## src/rtl/muldiv_unit.sv

```systemverilog
// muldiv_unit: multi-cycle RV32M/RV64M multiply/divide execution unit.
// Decodes op/funct7/funct3 itself and takes operands over a valid/ready
// handshake. It iterates one bit per cycle (shift-add multiply or
// restoring divide) on operand magnitudes, then applies the sign at the
// end. Divide-by-zero, signed overflow and illegal ops finish in one cycle.
//
// state | meaning
// IDLE  | waiting for a request, in_ready high
// CALC  | XLEN iterations of shift-add / restoring divide
// DONE  | result held until out_ready

module muldiv_unit #(
    parameter int XLEN  = 32,
    parameter int CNT_W = $clog2(XLEN) + 1
) (
    input  logic            clk,
    input  logic            rst,
    input  logic            in_valid,
    output logic            in_ready,
    input  logic [6:0]      op,
    input  logic [2:0]      funct3,
    input  logic [6:0]      funct7,
    input  logic [XLEN-1:0] src_a,
    input  logic [XLEN-1:0] src_b,
    output logic            out_valid,
    input  logic            out_ready,
    output logic [XLEN-1:0] result,
    output logic            illegal,
    output logic            busy
);

    typedef enum logic [1:0] {IDLE, CALC, DONE} state_t;

    localparam logic [XLEN-1:0] MIN_NEG = {1'b1, {(XLEN-1){1'b0}}};

    state_t            state, state_nxt;
    logic [CNT_W-1:0]  cnt;
    logic [XLEN-1:0]   hi, lo, dvsr;
    logic [2:0]        f3_q;
    logic              neg_q, neg_r;
    logic [XLEN-1:0]   result_q;
    logic              illegal_q;

    // request decode, operand magnitudes and fast-path detection
    logic              legal, is_div, sgn_a, sgn_b, na, nb;
    logic              div_zero, div_ovf, fast;
    logic [XLEN-1:0]   a_mag, b_mag, fast_res;

    // one iteration step of either algorithm, plus the signed final value
    logic [XLEN:0]     mul_sum, div_sh;
    logic [XLEN-1:0]   div_dif;
    logic              div_ge, last;
    logic [XLEN-1:0]   hi_step, lo_step, quo, rem, calc_res;
    logic [2*XLEN-1:0] prod, prod_s;

    // decode the incoming request and compute fast-path results
    always_comb begin
        legal    = (op == 7'b0110011) && (funct7 == 7'b0000001);
        is_div   = funct3[2];
        sgn_a    = (funct3 == 3'b001) || (funct3 == 3'b010) ||
                   (funct3 == 3'b100) || (funct3 == 3'b110);
        sgn_b    = (funct3 == 3'b001) || (funct3 == 3'b100) ||
                   (funct3 == 3'b110);
        na       = sgn_a & src_a[XLEN-1];
        nb       = sgn_b & src_b[XLEN-1];
        a_mag    = na ? -src_a : src_a;
        b_mag    = nb ? -src_b : src_b;
        div_zero = (src_b == '0);
        div_ovf  = ~funct3[0] && (src_a == MIN_NEG) && (src_b == '1);
        fast     = legal & is_div & (div_zero | div_ovf);
        if (div_zero)
            fast_res = funct3[1] ? src_a : '1;
        else
            fast_res = funct3[1] ? '0 : src_a;
    end

    // single iteration: hi/lo hold product halves or remainder/quotient
    always_comb begin
        mul_sum = {1'b0, hi} + (lo[0] ? {1'b0, dvsr} : '0);
        div_sh  = {hi, lo[XLEN-1]};
        div_ge  = (div_sh >= {1'b0, dvsr});
        div_dif = div_sh[XLEN-1:0] - dvsr;
        if (f3_q[2]) begin
            hi_step = div_ge ? div_dif : div_sh[XLEN-1:0];
            lo_step = {lo[XLEN-2:0], div_ge};
        end else begin
            hi_step = mul_sum[XLEN:1];
            lo_step = {mul_sum[0], lo[XLEN-1:1]};
        end
        prod   = {hi_step, lo_step};
        prod_s = neg_q ? -prod : prod;
        quo    = neg_q ? -lo_step : lo_step;
        rem    = neg_r ? -hi_step : hi_step;
        if (f3_q[2])
            calc_res = f3_q[1] ? rem : quo;
        else if (f3_q[1:0] == 2'b00)
            calc_res = prod_s[XLEN-1:0];
        else
            calc_res = prod_s[2*XLEN-1:XLEN];
        last = (cnt == CNT_W'(XLEN - 1));
    end

    // state register
    always_ff @(posedge clk) begin
        if (rst)
            state <= IDLE;
        else
            state <= state_nxt;
    end

    // next-state and handshake outputs
    always_comb begin
        state_nxt = state;
        in_ready  = 1'b0;
        busy      = 1'b1;
        out_valid = 1'b0;
        case (state)
            IDLE: begin
                in_ready = 1'b1;
                busy     = 1'b0;
                if (in_valid)
                    state_nxt = (legal && !fast) ? CALC : DONE;
            end
            CALC: begin
                if (last)
                    state_nxt = DONE;
            end
            DONE: begin
                out_valid = 1'b1;
                if (out_ready)
                    state_nxt = IDLE;
            end
            default: state_nxt = IDLE;
        endcase
    end

    // operand capture, iteration datapath and result register
    always_ff @(posedge clk) begin
        if (rst) begin
            cnt       <= '0;
            hi        <= '0;
            lo        <= '0;
            dvsr      <= '0;
            f3_q      <= '0;
            neg_q     <= 1'b0;
            neg_r     <= 1'b0;
            result_q  <= '0;
            illegal_q <= 1'b0;
        end else begin
            case (state)
                IDLE: begin
                    if (in_valid) begin
                        f3_q      <= funct3;
                        neg_q     <= na ^ nb;
                        neg_r     <= na;
                        cnt       <= '0;
                        hi        <= '0;
                        lo        <= is_div ? a_mag : b_mag;
                        dvsr      <= is_div ? b_mag : a_mag;
                        illegal_q <= ~legal;
                        result_q  <= (legal && fast) ? fast_res : '0;
                    end
                end
                CALC: begin
                    hi  <= hi_step;
                    lo  <= lo_step;
                    cnt <= cnt + CNT_W'(1);
                    if (last)
                        result_q <= calc_res;
                end
                default: ;
            endcase
        end
    end

    assign result  = result_q;
    assign illegal = illegal_q;

endmodule
```

## config.mk

```make
export PLATFORM = sky130hd
export DESIGN_NAME = muldiv_unit
export DESIGN_NICKNAME = d
export VERILOG_FILES = /design/src/rtl/muldiv_unit.sv
export SDC_FILE = /design/constraint.sdc
export NUM_CORES = 1
export LEC_CHECK = 0
export CAP_MARGIN = 0
export CORE_MARGIN = 1.5
export CORE_UTILIZATION = 47
export DETAILED_ROUTE_END_ITERATION = 7
export HOLD_SLACK_MARGIN = 0.02
export PLACE_DENSITY_LB_ADDON = 0.08
export SKIP_CTS_REPAIR_TIMING = 1
export SLEW_MARGIN = 5
export SYNTH_ARGS = -nofsm -noshare
export SYNTH_HDL_FRONTEND = slang
export SYNTH_SLANG_ARGS = --single-unit
```

## constraint.sdc

```tcl
create_clock -name clk -period 17.8 [get_ports clk]
set_clock_uncertainty 0.1 [all_clocks]
set_input_delay 5.34 -clock clk [delete_from_list [all_inputs] [get_ports clk]]
set_output_delay 5.34 -clock clk [all_outputs]
set_load 0.005 [all_outputs]
```

* After elaboration in Yosys (flattened, before gate mapping)
Index checks and enable logic that the tools add are counted.
** Word-level totals
- Register bits after elaboration :: 142
- Input port bits :: 85
- Output and inout port bits :: 36
- Word-level logic and storage cells :: 95
** Cells by class
- Add/sub/neg operators :: 8
- Magnitude comparators :: 1
- Equality and inequality tests :: 14
- Multiplexer cells :: 35
- Bitwise logic cells :: 8
- Reduce and logical (&&, ||, !) cells :: 19
** Operators by type and width (count)
- $mux W32 :: 21
- $pmux W32 S2 :: 3
- $neg A32 Y32 :: 4
- $eq A32 B32 Y1 const B :: 2
- $mux W64 :: 1
- $neg A64 Y64 :: 1
- $add A32 B32 Y33 :: 1
- $ge A33 B32 Y1 :: 1
- $logic_not A32 Y1 :: 1
- $sub A32 B32 Y32 :: 1
- $pmux W6 S2 :: 1
- $mux W2 :: 4
- $eq A7 B1 Y1 const B :: 1
- $eq A7 B6 Y1 const B :: 1
- $add A6 B1 Y6 const B :: 1
- $eq A3 B3 Y1 const B :: 2
- $eq A6 B5 Y1 const B :: 1
- $mux W6 :: 1
- $ne A2 B2 Y1 const B :: 3
- $pmux W2 S3 :: 1
- $reduce_and A3 Y1 :: 2
- $logic_and A1 B1 Y1 :: 5
- $logic_or A1 B1 Y1 :: 5
- $and A1 B1 Y1 :: 4
- 12 further kinds :: 17

* Longest topological paths before layout
- Word-level depth :: 10
- Gate-level depth with buffers :: 28
- Gate-level depth less buffers :: 22

* Least setup slack after synthesis
Ideal clock, no wire load.
- Kind :: input-to-reg
- Start :: in src_a[1]
- End :: reg result_q[31], in the netlist result[31]
- Library setup time :: 0.074 ns
- Data arrival time :: 8.460 ns
- Required time :: 17.626 ns
- Path slack :: 9.166 ns
- Stages :: 14
- Buffers on the path :: 0
- Cell sequence :: inv_1 > ha_1 > or3b_2 > nor4_1 > nand4_1 > nor4_1 > o21ai_0 > nor2_1 > nand2_1 > nor2_1 > a22o_1 > o311ai_0 > o31a_1 > a31oi_1
** On the way
- Longest elaborated chain between the ends :: 9
** RTL lines
- from (decl) :: line 23 : input logic [XLEN-1:0] src_a,
- $eq A32 B32 Y1 :: line 69 : div_ovf = ~funct3[0] && (src_a == MIN_NEG) && (src_b == '1);
- $logic_and A1 B1 Y1 (2 in series) :: line 69
- $or A1 B1 Y1 :: line 70 : fast = legal & is_div & (div_zero | div_ovf);
- $and A1 B1 Y1 :: line 70
- $logic_and A1 B1 Y1 :: line 161 : result_q <= (legal && fast) ? fast_res : '0;
- $mux W32 :: line 161
- $mux W32 :: line 152 : if (in_valid) begin
- $pmux W32 S2 :: line 150 : case (state)
- to (signal assigned) :: line 161
- to (signal assigned) :: line 169 : result_q <= calc_res;
- to (decl) :: line 41 : logic [XLEN-1:0] result_q;
Every way passes these cells. The select of a mux whose other input is x is not followed.
A chain may end at the register's enable or synchronous reset.

* Worst setup path after layout
- Start :: in src_a[0]
- End :: reg result_q[31], in the netlist result[31]
The elaborated chain is that of the path after synthesis.

==> run summary <==
PLACEMENT
----------------------------------------------------------------------------------------
Global placement routability congestion ...................................         1.00
Number of port buffers ....................................................          120
Post-placement cell count .................................................         2777
Total half-perimeter wirelength after legalization and detailed placement .      54.3 mm

ROUTE
----------------------------------------------------------------------------------------
Detail-routed via count per cell ..........................................         6.70
Initial DRC Count .........................................................         2374
DRC violations left .......................................................            0
First drt pass iteration count ............................................            6
Total wirelength of the detailed-routed design ............................      70.0 mm
Vias ......................................................................        18807
Antenna viol nets, final ..................................................            0
Wirelength per Cell .......................................................      24.9 um

CRITICAL PATH
----------------------------------------------------------------------------------------
Required time of the critical path ........................................     18090 ps
Critical path launch point type ........................................... primary input
Kind of capture point of the worst setup path .............................    flip-flop
Critical path start-end classification .................................... primary input to flip-flop
Critical Path AT ..........................................................     10050 ps
Worst-path fanout max .....................................................           18

POWER
----------------------------------------------------------------------------------------
Pwr per Cell Area ......................................................... 64.4 nW/um^2
Largest voltage drop on the vdd net .......................................  0.0000760 V
Leakage power total .......................................................      6.95 nW

TIMING
----------------------------------------------------------------------------------------
Slew headroom .............................................................        0.293
Final count of pins violating max slew ....................................            0
Share of the cycle needed by the critical path after routing ..............        0.548
Final hold violation count ................................................            0
Aggregate negative setup slack ............................................         0 ps
Transition at the pin with the smallest max-transition slack ..............      1030 ps
Maximum clock rate ........................................................      102 MHz
Setup repair after global routing missed its margin .......................           no
Endpoints failing setup ...................................................            0
Shortest period the worst path allows .....................................      9760 ps

GRT
----------------------------------------------------------------------------------------
Wire length of the first global-routing pass ..............................       105 mm
Maximum number of pins on one net before global-route repair ..............           87
GR Layer Usage met2 .......................................................        0.595
Overall routing resource usage ............................................        0.383
Antenna violations before repair ..........................................            0
Global routing's busiest layer ............................................         met2
Global routing usage on met3 ..............................................       0.0574
Vias in the first global route ............................................        17071
Total gr overflow .........................................................            0
M1 GR Usage ...............................................................        0.516

FLOORPLAN
----------------------------------------------------------------------------------------
Standard-cell row count ...................................................           68
Die H .....................................................................       190 um
Effective utilization at floorplan ........................................        0.477
Total die area ............................................................   36100 um^2
Core Box Area .............................................................   34500 um^2
IO Pins ...................................................................          121
Die Width .................................................................       190 um

LAYOUT
----------------------------------------------------------------------------------------
ANT cells .................................................................            0
Post-synthesis to final-layout area growth ................................        12.6%
Final net count ...........................................................         2498
Final core area utilization ...............................................        0.537
Most common library cell in the layout ignoring fill and taps ............. sky130_fd_sc_hd__nor2_1
Commonest cells after routing, fill and taps aside ........................ 274 x sky130_fd_sc_hd__nor2_1, 217 x sky130_fd_sc_hd__nand2_1, 180 x sky130_fd_sc_hd__a21oi_1
Share of final-layout standard cells stronger than drive strength 1 .......       0.0701
Layout Cells excl Fill ....................................................         2809

RUN
----------------------------------------------------------------------------------------
MaxCap Viol Count .........................................................            0

LOGIC SYNTHESIS
----------------------------------------------------------------------------------------
Synthesized instance count ................................................         2327
Number of enable flip-flop cells after synthesis ..........................            0
Netlist cell types ........................................................          100
Mean cell area of the mapped netlist ......................................    7.06 um^2
YS warnings ...............................................................            0
Seq/Total Area, Yosys .....................................................        0.173
Synth Net Count ...........................................................         2484
#FFs+latches synth ........................................................          142
Synth Flop Type ........................................................... sky130_fd_sc_hd__dfxtp_1
Synthesized cell area .....................................................   16400 um^2
Fraction of registers with async set or reset after synthesis .............            0

CLOCKING
----------------------------------------------------------------------------------------
Sinks on the clock net ....................................................          142
Number of H-tree branching levels .........................................            4
CTS tree ..................................................................         done
Buffer cell driving the clock tree root ................................... sky130_fd_sc_hd__clkbuf_16
Maximum clock insertion buffer count ......................................            2
Register clock-pin slew on the reported worst setup and hold paths ........        70 ps
Later-pin clock latency in the skew report ................................       460 ps
Number of buffers created by CTS ..........................................           17

HOLD PATH
----------------------------------------------------------------------------------------
Type of the most critical hold path ....................................... flip-flop to flip-flop

RUN STATUS
----------------------------------------------------------------------------------------
Status .................................................................... complete, no violations

## cell type report
| type | count | area (um^2) |
|---|---|---|
| Multi-Input combinational cell | 1953 | 12700 |
| Timing Repair Buffer | 156 | 1460 |
| Fill cell | 3483 | 16000 |
| Inverter | 71 | 267 |
| Sequential cell | 142 | 2850 |
| Tap cell | 455 | 569 |
| Clock inverter | 12 | 185 |
| Clock buffer | 20 | 457 |
## worst max-delay path: stages
cell	delay (ps)
sky130_fd_sc_hd__clkdlybuf4s50_1	600
sky130_fd_sc_hd__inv_1	130
sky130_fd_sc_hd__ha_1	170
sky130_fd_sc_hd__or3b_2	470
sky130_fd_sc_hd__nor4_1	410
sky130_fd_sc_hd__nand4_1	260
sky130_fd_sc_hd__nor4_1	500
sky130_fd_sc_hd__o21ai_0	170
sky130_fd_sc_hd__nor2_1	150
sky130_fd_sc_hd__buf_4	230
sky130_fd_sc_hd__nand2_1	230
sky130_fd_sc_hd__nor2_1	510
sky130_fd_sc_hd__a22o_1	290
sky130_fd_sc_hd__o311ai_0	140
sky130_fd_sc_hd__o31a_1	320
sky130_fd_sc_hd__a31oi_1	120
## path summary, 6_finish.rpt
kind | startpoint | endpoint | slack, ps | depth (start not counted)
setup reg to reg | dvsr[24] | result[6] | 11090 | 20
hold / removal | result[21] | result[21] | 360 | 2
setup / recovery | src_a[0] | result[31] | 8040 | 16
hold reg to reg | result[21] | result[21] | 360 | 2
## per-stage QoR
step / hold WS [ps] / area (um^2) / power [mW] / setup WS, ps
6_report: 359 / 18500 / 1.19 / 8040
5_1_grt: 366 / 18500 / 1.24 / 7770
4_1_cts: 356 / 18500 / 1.18 / 8130
3_5_place_dp: 347 / 17900 / 0.781 / 7670
3_3_place_gp: 347 / 17900 / 0.777 / 7850
2_1_floorplan: 335 / 16400 / 0.628 / 9170
## cells in the mapped netlist, types with 9 or more instances
master                        n  area (um^2)
sky130_fd_sc_hd__o21ai_0    161          806
sky130_fd_sc_hd__and3_1      17          106
sky130_fd_sc_hd__a22oi_1     37          278
sky130_fd_sc_hd__or3_1       34          213
sky130_fd_sc_hd__nor2b_1     13         81.3
sky130_fd_sc_hd__o211ai_1    33          248
sky130_fd_sc_hd__o31ai_1     39          293
sky130_fd_sc_hd__nor2_1     275         1030
sky130_fd_sc_hd__and2_1      40          250
sky130_fd_sc_hd__nor4_1      23          144
sky130_fd_sc_hd__xnor2_1     98          858
sky130_fd_sc_hd__ha_1        70          876
sky130_fd_sc_hd__xor2_1      71          622
sky130_fd_sc_hd__or4_1       11         82.6
sky130_fd_sc_hd__dfxtp_1    142         2840
sky130_fd_sc_hd__nand2b_1    13         81.3
sky130_fd_sc_hd__a21o_1      38          285
sky130_fd_sc_hd__nand4_1     26          163
sky130_fd_sc_hd__o211a_1     10          100
sky130_fd_sc_hd__inv_1       70          263
sky130_fd_sc_hd__a2111oi_0    9         78.8
sky130_fd_sc_hd__nor3_1      67          335
sky130_fd_sc_hd__a222oi_1    29          290
sky130_fd_sc_hd__nand2_1    218          818
sky130_fd_sc_hd__a211oi_1    56          420
sky130_fd_sc_hd__mux2_2      31          349
sky130_fd_sc_hd__nand3_1     47          235
sky130_fd_sc_hd__o21bai_1    12         90.1
sky130_fd_sc_hd__o41ai_1     13          114
sky130_fd_sc_hd__a221oi_1    17          149
sky130_fd_sc_hd__mux2i_1     21          210
sky130_fd_sc_hd__clkbuf_1   130          488
sky130_fd_sc_hd__nor3b_1     15          113
sky130_fd_sc_hd__maj3_1      25          250
sky130_fd_sc_hd__a21oi_1    180          901
sky130_fd_sc_hd__a31oi_1     30          188
sky130_fd_sc_hd__buf_1       20         75.1
sky130_fd_sc_hd__or2_2       19          119
## kinds of logic after synthesis
group | after synthesis | share of synthesized area
and+or+nand+nor | 859 | 0.254
adders and majority gates | 97 | 0.0710
xor gates and xnor gates | 169 | 0.0901
buffers and inverters | 232 | 0.0550
DFF | 142 | 0.173
muxes | 53 | 0.0347
AOI/OAI and AO/OA | 775 | 0.322
## registers in the layout (all words and copies together), names as in the netlist
register and flops:
f3_q 3, neg_r 1, illegal 1, neg_q 1, state 2, dvsr 32
hi 32, result 32, lo 32, cnt 6
## power by group
part,switching [mW],internal (mW),total (mW)
Sequential,0.0207,0.332,0.353
Combinational,0.283,0.151,0.434
Clock,0.160,0.243,0.403
## routing by layer
layer,up-vias,routed length (um)
li1,8703,-
met1,9020,30100
met2,933,30700
met3,151,5760
met4,0,3470
met5,-,0
Power figures use the tool's default switching activity.
